File: config.mk
export PLATFORM = sky130hd
export DESIGN_NAME = noise_sfx_sequencer
export DESIGN_NICKNAME = d
export VERILOG_FILES = /design/src/rtl/noise_sfx_sequencer.sv
export SDC_FILE = /design/constraint.sdc
export NUM_CORES = 1
export LEC_CHECK = 0
export BUFFER_PORTS_ARGS = -buffer_cell sky130_fd_sc_hd__buf_2
export CORE_UTILIZATION = 43
export CTS_CLUSTER_DIAMETER = 40
export DETAILED_ROUTE_END_ITERATION = 6
export RECOVER_POWER = 50
export SETUP_SLACK_MARGIN = 0.3
export SLEW_MARGIN = 30
export SYNTH_ARGS = -nofsm -noshare
export SYNTH_HDL_FRONTEND = slang
export SYNTH_SLANG_ARGS = --single-unit
File: constraint.sdc
create_clock -name clk -period 4.65 [get_ports clk]
set_input_delay 0.2325 -clock clk [delete_from_list [all_inputs] [get_ports clk]]
set_output_delay 0.2325 -clock clk [all_outputs]
set_load 0.05 [all_outputs]
File: src/rtl/noise_sfx_sequencer.sv
// Purpose: shell/explosion noise sequencer. Turns sound-register trigger edges into
//          two decaying 4-bit envelopes gated by the noise bits, and drives noise shift/clear.
// Latency: trigger edge -> busy/level 1 clk_en tick; level -> gated output 1 further tick.
// Backpressure: none; all state advances only on clk_en ticks (noise_en is a 1-clk pulse).
//
// Ports:
//   clk, rst                  system clock, synchronous active-high reset
//   clk_en                    sound-domain tick enable
//   sound_enable              master enable; low forces both channels idle and clears the shifters
//   shell_trig/shell_loud     shell trigger level and start-level select (1 -> 15, 0 -> 8)
//   explo_trig/explo_loud     explosion trigger level and start-level select
//   shell_noise/explo_noise   noise bits from the shifters
//   noise_en                  one-clk shift enable to the shifters
//   noise_rst                 hold-clear to the shifters
//   shell_out/explo_out       gated 4-bit amplitudes
//   busy                      {explo active, shell active}
module noise_sfx_sequencer #(
    parameter int NOISE_DIV = 12,
    parameter int DECAY_DIV = 1024
) (
    input  logic       clk,
    input  logic       rst,
    input  logic       clk_en,
    input  logic       sound_enable,
    input  logic       shell_trig,
    input  logic       shell_loud,
    input  logic       explo_trig,
    input  logic       explo_loud,
    input  logic       shell_noise,
    input  logic       explo_noise,
    output logic       noise_en,
    output logic       noise_rst,
    output logic [3:0] shell_out,
    output logic [3:0] explo_out,
    output logic [1:0] busy
);

    localparam int PW = (DECAY_DIV > 1) ? $clog2(DECAY_DIV) : 1;
    localparam int NW = (NOISE_DIV > 1) ? $clog2(NOISE_DIV) : 1;

    typedef enum logic {
        ST_IDLE  = 1'b0,
        ST_DECAY = 1'b1
    } state_t;

    // Channel 0 = shell, channel 1 = explosion.
    logic [1:0] w_trig;
    logic [1:0] w_loud;
    logic [1:0] w_active;
    logic [7:0] w_level_all;

    assign w_trig = {explo_trig, shell_trig};
    assign w_loud = {explo_loud, shell_loud};

    for (genvar c = 0; c < 2; c++) begin : g_ch
        state_t          r_state;
        state_t          w_state_nxt;
        logic [3:0]      r_level;
        logic [3:0]      w_level_nxt;
        logic [PW-1:0]   r_presc;
        logic [PW-1:0]   w_presc_nxt;
        logic            r_trig_d;
        logic            w_edge;

        assign w_edge = w_trig[c] & ~r_trig_d;

        // Priority per tick: disable > trigger edge > decay step. The edge beating
        // the decay step means a retrigger on the prescaler wrap reloads without
        // also decrementing.
        always_comb begin
            w_state_nxt = r_state;
            w_level_nxt = r_level;
            w_presc_nxt = r_presc;
            if (clk_en) begin
                if (!sound_enable) begin
                    w_state_nxt = ST_IDLE;
                    w_level_nxt = 4'd0;
                    w_presc_nxt = '0;
                end else if (w_edge) begin
                    w_state_nxt = ST_DECAY;
                    w_level_nxt = w_loud[c] ? 4'd15 : 4'd8;
                    w_presc_nxt = '0;
                end else if (r_state == ST_DECAY) begin
                    if (r_presc == PW'(DECAY_DIV - 1)) begin
                        w_presc_nxt = '0;
                        w_level_nxt = r_level - 4'd1;
                        if (r_level == 4'd1) begin
                            w_state_nxt = ST_IDLE;
                        end
                    end else begin
                        w_presc_nxt = r_presc + PW'(1);
                    end
                end
            end
        end

        always_ff @(posedge clk) begin
            if (rst) begin
                r_state  <= ST_IDLE;
                r_level  <= 4'd0;
                r_presc  <= '0;
                r_trig_d <= 1'b0;
            end else begin
                r_state <= w_state_nxt;
                r_level <= w_level_nxt;
                r_presc <= w_presc_nxt;
                // Tracks the trigger even while disabled so a held trigger
                // cannot fire when sound is re-enabled.
                if (clk_en) begin
                    r_trig_d <= w_trig[c];
                end
            end
        end

        assign w_active[c]          = (r_state == ST_DECAY);
        assign w_level_all[c*4 +: 4] = r_level;
    end

    // Noise divider: runs only while an effect is active so the first shift
    // after an idle period lands exactly NOISE_DIV ticks after the load.
    logic [NW-1:0] r_div;
    logic [NW-1:0] w_div_nxt;
    logic          w_noise_pulse;
    logic          r_noise_en;
    logic          r_noise_rst;
    logic [3:0]    r_shell_out;
    logic [3:0]    r_explo_out;

    always_comb begin
        w_div_nxt     = r_div;
        w_noise_pulse = 1'b0;
        if (clk_en) begin
            if (w_active == 2'b00) begin
                w_div_nxt = '0;
            end else if (r_div == NW'(NOISE_DIV - 1)) begin
                w_div_nxt     = '0;
                w_noise_pulse = 1'b1;
            end else begin
                w_div_nxt = r_div + NW'(1);
            end
        end
    end

    always_ff @(posedge clk) begin
        if (rst) begin
            r_div       <= '0;
            r_noise_en  <= 1'b0;
            r_noise_rst <= 1'b1;
            r_shell_out <= 4'd0;
            r_explo_out <= 4'd0;
        end else begin
            r_div      <= w_div_nxt;
            // Written every clk so the pulse is one clk wide even when clk_en is slow.
            r_noise_en <= w_noise_pulse;
            if (clk_en) begin
                r_noise_rst <= ~sound_enable;
                r_shell_out <= shell_noise ? w_level_all[3:0] : 4'd0;
                r_explo_out <= explo_noise ? w_level_all[7:4] : 4'd0;
            end
        end
    end

    assign noise_en  = r_noise_en;
    assign noise_rst = r_noise_rst;
    assign shell_out = r_shell_out;
    assign explo_out = r_explo_out;
    assign busy      = w_active;

endmodule

Yosys cells after proc, flatten, opt, wreduce, memory -nomap -nowiden
Cells that the tools add are included.
Storage, ports and cells
  output and inout bits: 12
  input port bits: 10
  register bits after elaboration: 46
  word-level logic and storage cells: 72
Cells by class
  multiplexer cells: 33
  add/sub/neg operators: 5
  eq/ne operators: 9
  bitwise gates (word level): 6
  reductions and logical operators: 6
Operators by type and width (count)
  $mux 10: 8
  $mux 4: 12
  $add 10x1->10 const B: 2
  $eq 10x10->1 const B: 2
  $ne 3x1->1 const B: 4
  $mux 1: 11
  $eq 4x1->1 const B: 2
  $sub 4x1->4 const B: 2
  $mux 3: 2
  $reduce_and 3->1: 2
  $add 4x1->4 const B: 1
  $eq 4x4->1 const B: 1
  $not 1->1: 4
  $reduce_and 2->1: 2
  $reduce_or 3->1: 1
  $and 1x1->1: 2
  $logic_not 2->1: 1

Depth between registers and ports, before layout
  word-level depth: 6
  gate-level depth with buffers: 6

Least setup slack after synthesis
Ideal clock, no wire load.
  path kind: reg2reg
  from: register g_ch[0].r_presc[0]
  to: register g_ch[0].r_level[3]
  cell stages (with the launch flop): 6
  slack: 3.052 ns
  library setup time: 0.119 ns
  path buffers: 0
  arrival: 1.479 ns
  clock period less this slack: 1.598 ns
  required time: 4.531 ns
  cell sequence: dfxtp_1 ha_1 nand4_1 or4_4 and3_4 o221a_1
On the way
  longest elaborated chain between the ends: 3
Ends and longest elaborated chain
  from (decl): line 60  | logic [PW-1:0] r_presc;
  from (signal assigned): line 106  | r_presc <= w_presc_nxt;
  $eq 10x10->1: line 84  | if (r_presc == PW'(DECAY_DIV - 1)) begin
  $ne 3x1->1 (no line)
  $reduce_and 3->1 (no line)
  to (signal assigned): line 105  | r_level <= w_level_nxt;
  to (decl): line 58  | logic [3:0] r_level;
Every way passes these cells.
A chain may end at the register's enable or synchronous reset.

Worst setup path after layout
  from: input port clk_en
  to: register g_ch[1].r_level[3]
On the way
  longest elaborated chain between the ends: 1
Ends and longest elaborated chain
  from (decl): line 23  | input logic clk_en,
  $reduce_and 3->1 (no line)
  to (signal assigned): line 105
  to (decl): line 58
Every way passes these cells.

==> results.sh <==
export IMPL_cts_root_buf="clkbuf_8"
export IMPL_wire_per_inst_um=13.33
export IMPL_die_w_um=74.69
export IMPL_hold_class="in2reg"
export IMPL_cts_tree="yes"
export IMPL_cts_setup_buffers=0
export IMPL_grt_pass1_wl_um=8093
export IMPL_cp_required_ns=4.86
export IMPL_syn_cell_area_mm2=0.002272
export IMPL_r2r_start="g_ch[1].r_trig_d$_SDFFE_PP0P_"
export IMPL_met2_usage_pct=29.23
export IMPL_io_pins=22
export IMPL_gp_congestion=0.8321
export IMPL_period_minus_slack_ns=2.318
export IMPL_drtPass1Iterations=4
export IMPL_synthTopCellsByArea="dfxtp_1 41%, a21oi_1 5.9%, nand2_1 4.6%, nand3_1 4.0%, ha_1 3.9%"
export IMPL_ys_ff_latch=46
export IMPL_ys_warnings_count=0
export IMPL_busiest_layer="met2"
export IMPL_cts_htree_levels=2
export IMPL_slew_violations=0
export IMPL_power_density_mw_per_mm2=324.3
export IMPL_cts_sinks=46
export IMPL_startpoint="clk_en"
export IMPL_run_status="finished, final reports clean"
export IMPL_final_nets=304
export IMPL_critPathLaunchType="primary input"
export IMPL_cp_max_fo=31
export IMPL_holdBufCountCts=0
export IMPL_synth_fp_nets=288
export IMPL_slowest_delay_ns=0.93
export IMPL_core_rowCount=26
export IMPL_post_route_drc_count=0
export IMPL_hold_path_startpoint="explo_trig"
export IMPL_avgSynthCellArea_um2=8.384
export IMPL_crit_chain="clkbuf_1, inv_1, a21oi_1, nor3_1, o221a_2"
export IMPL_endpoint_kind="flip-flop"
export IMPL_syn_inst=271
export IMPL_fin_skew_ns=0.01246
export IMPL_grt_use_met3_pct=3.882
export IMPL_peakVddDrop_v=0.0002202
export IMPL_port_buffers=21
export IMPL_grt_met1_usage_pct=25.29
export IMPL_fill_cells=538
export IMPL_num_vias=2010
export IMPL_worstMarginPinSlew_ns=1.305
export IMPL_wirelength_um=4771
export IMPL_grt_pass1_vias=1814
export IMPL_leakage_uw=0.0008626
export IMPL_placed_area_mm2=0.002401
export IMPL_crit_type="in2reg"
export IMPL_synthDistinctLibCells=53
export IMPL_crit_family="buffers and inverters"
export IMPL_grt_usage_pct=18.81
export IMPL_setup_violations=0
export IMPL_dp_cells=350
export IMPL_grt_max_degree=32
export IMPL_finalHoldViolCount=0
export IMPL_die_area_mm2=0.005579
export IMPL_core_mm2=0.005107
export IMPL_ant_nets=0
export IMPL_crit_slowest_cell="clkbuf_1"
export IMPL_synth_edf_count=0
export IMPL_ys_seq_area_share_pct=40.53
export IMPL_antenna_found_initial=0
export IMPL_yosysTopAreaCell="dfxtp_1"
export IMPL_synth_async_sr_flop_share_pct=0
export IMPL_grt_overflow_total=0
export IMPL_clockBufferDepth=2
export IMPL_grt_setup_unrepaired="no"
export IMPL_slew_headroom_pct=13.03
export IMPL_cp_num_buf_inv=2
export IMPL_viasPerCell=5.615
export IMPL_final_cell_area_mm2=0.002499
export IMPL_maxCapViolations=0
export IMPL_numCtsBuffers=5
export IMPL_max_freq_mhz=431.3
export IMPL_die_h_um=74.69
export IMPL_tns_ns=0
export IMPL_arrival_ns=2.53
export IMPL_post_cts_resized=0
export IMPL_cts_clk_slew_worst_paths_ns=0.09
export IMPL_layoutNonFillerInstCount=358
export IMPL_period_share_pct=49.86
export IMPL_clk_latency_ns=0.31
export IMPL_antennaDiodeCount=0
export IMPL_dr_first_iter_drc_count=96
export IMPL_start_util_pct=44.49
export IMPL_synth_top_cell_area_share_pct=40.53
export IMPL_syn_to_final_growth_pct=9.967
export IMPL_dp_hpwl_um=3327
export IMPL_synth_top_flop_cell="dfxtp_1"
export IMPL_drive_above_1_share_pct=9.375
==> final timing paths <==
kind / cells past startpoint / to / slack, ns
worst max-delay path: 5 / g_ch[1].r_level[3]$_SDFFE_PP0P_ / 2.33
worst min-delay path: 3 / g_ch[1].r_trig_d$_SDFFE_PP0P_ / 0.18
worst max register to register: 4 / g_ch[1].r_presc[9]$_SDFFE_PP0P_ / 2.64
worst min register to register: 2 / shell_out[2]$_SDFFE_PP0P_ / 0.46
==> cell usage in the layout, fill, tap and decap left out, drive strengths merged, types with 3 or more instances in the layout <==
master	n
nor2	15
nor3	6
mux2i	4
o31ai	5
a31oi	3
xor2	5
o211ai	5
and4	4
dfxtp	46
nand4	5
nand2	28
a21oi	27
clkbuf	19
or3	10
nand2b	5
o21ai	18
ha	7
or4	5
inv	13
buf	8
nand3	18
==> synth_stat cells (2+ instances only) <==
cell / number
a211oi_1: 2
a21oi_1: 27
a31oi_1: 3
a32o_1: 2
and2_1: 2
and4_1: 3
buf_2: 3
buf_4: 2
clkbuf_1: 5
dfxtp_1: 46
ha_1: 7
inv_1: 13
mux2i_1: 4
nand2_1: 28
nand2b_1: 5
nand3_1: 18
nand4_1: 4
nor2_1: 15
nor2b_1: 2
nor3_1: 6
o2111ai_1: 2
o211ai_1: 5
o21ai_0: 17
o221ai_1: 2
o31ai_1: 5
or3_1: 9
or4_1: 3
xnor2_1: 2
xor2_1: 5
==> cell type report <==
cell class	count	area, um2	share of cell area (%)
timing repair buffer	21	88.84	3.555
inverter	13	48.80	1.953
clock inverter	2	37.54	1.502
multi-input combinational	200	1242	49.72
clock buffer	6	72.57	2.904
sequential	46	920.9	36.86
tap	70	87.58	3.505
==> report_power, final <==
group | switching (uW) | internal (uW) | total [uW]
Combinational | 58.7 | 29.1 | 87.8
Sequential | 12.7 | 406 | 419
Clock | 143 | 160 | 304
==> flip-flops by register name, indices dropped and copies added (netlist names) <==
name	count
explo_out	4
g_ch.r_level	8
g_ch.r_presc	20
g_ch.r_state	2
g_ch.r_trig_d	2
noise_en	1
noise_rst	1
r_div	4
shell_out	4
==> through the flow <==
stage          total power [uW]  setup slack, ns  util [%]  hold WS [ns]
2_1_floorplan             494.1            3.052         -        0.3799
3_3_place_gp              515.1            2.595     47.01        0.4473
3_5_place_dp              516.2            2.535     47.01        0.4508
4_1_cts                   818.9            2.673     49.17        0.1753
5_1_grt                   847.4            2.052     48.92        0.2155
6_report                  810.4            2.332     48.92        0.1773
==> cell families (layout without fill, tap and decap cells) <==
kind of cell / count (synthesis) / count (layout) / synth area share (%)
mux: 4 / 4 / 1.762
compound gates: 75 / 75 / 20.87
flops: 46 / 46 / 40.53
buf+inv: 25 / 42 / 4.956
xor+xnor: 7 / 7 / 2.698
simple gates: 107 / 107 / 25.33
fa+ha+maj: 7 / 7 / 3.854
==> per-layer routing <==
layer | wire, um | vias to the layer above
met5 | 0 | -
met4 | 87 | 0
met3 | 182 | 7
met2 | 2119 | 40
met1 | 2383 | 937
li1 | - | 1026
==> worst reg2reg max path: cells and delay by family (launching register included) <==
kind             cells  cell delay [ns]
AO/OA/AOI/OAI        2             0.52
AND/OR/NAND/NOR      2             1.08
flip-flops           1             0.33
(Power assumes the default switching activity.)
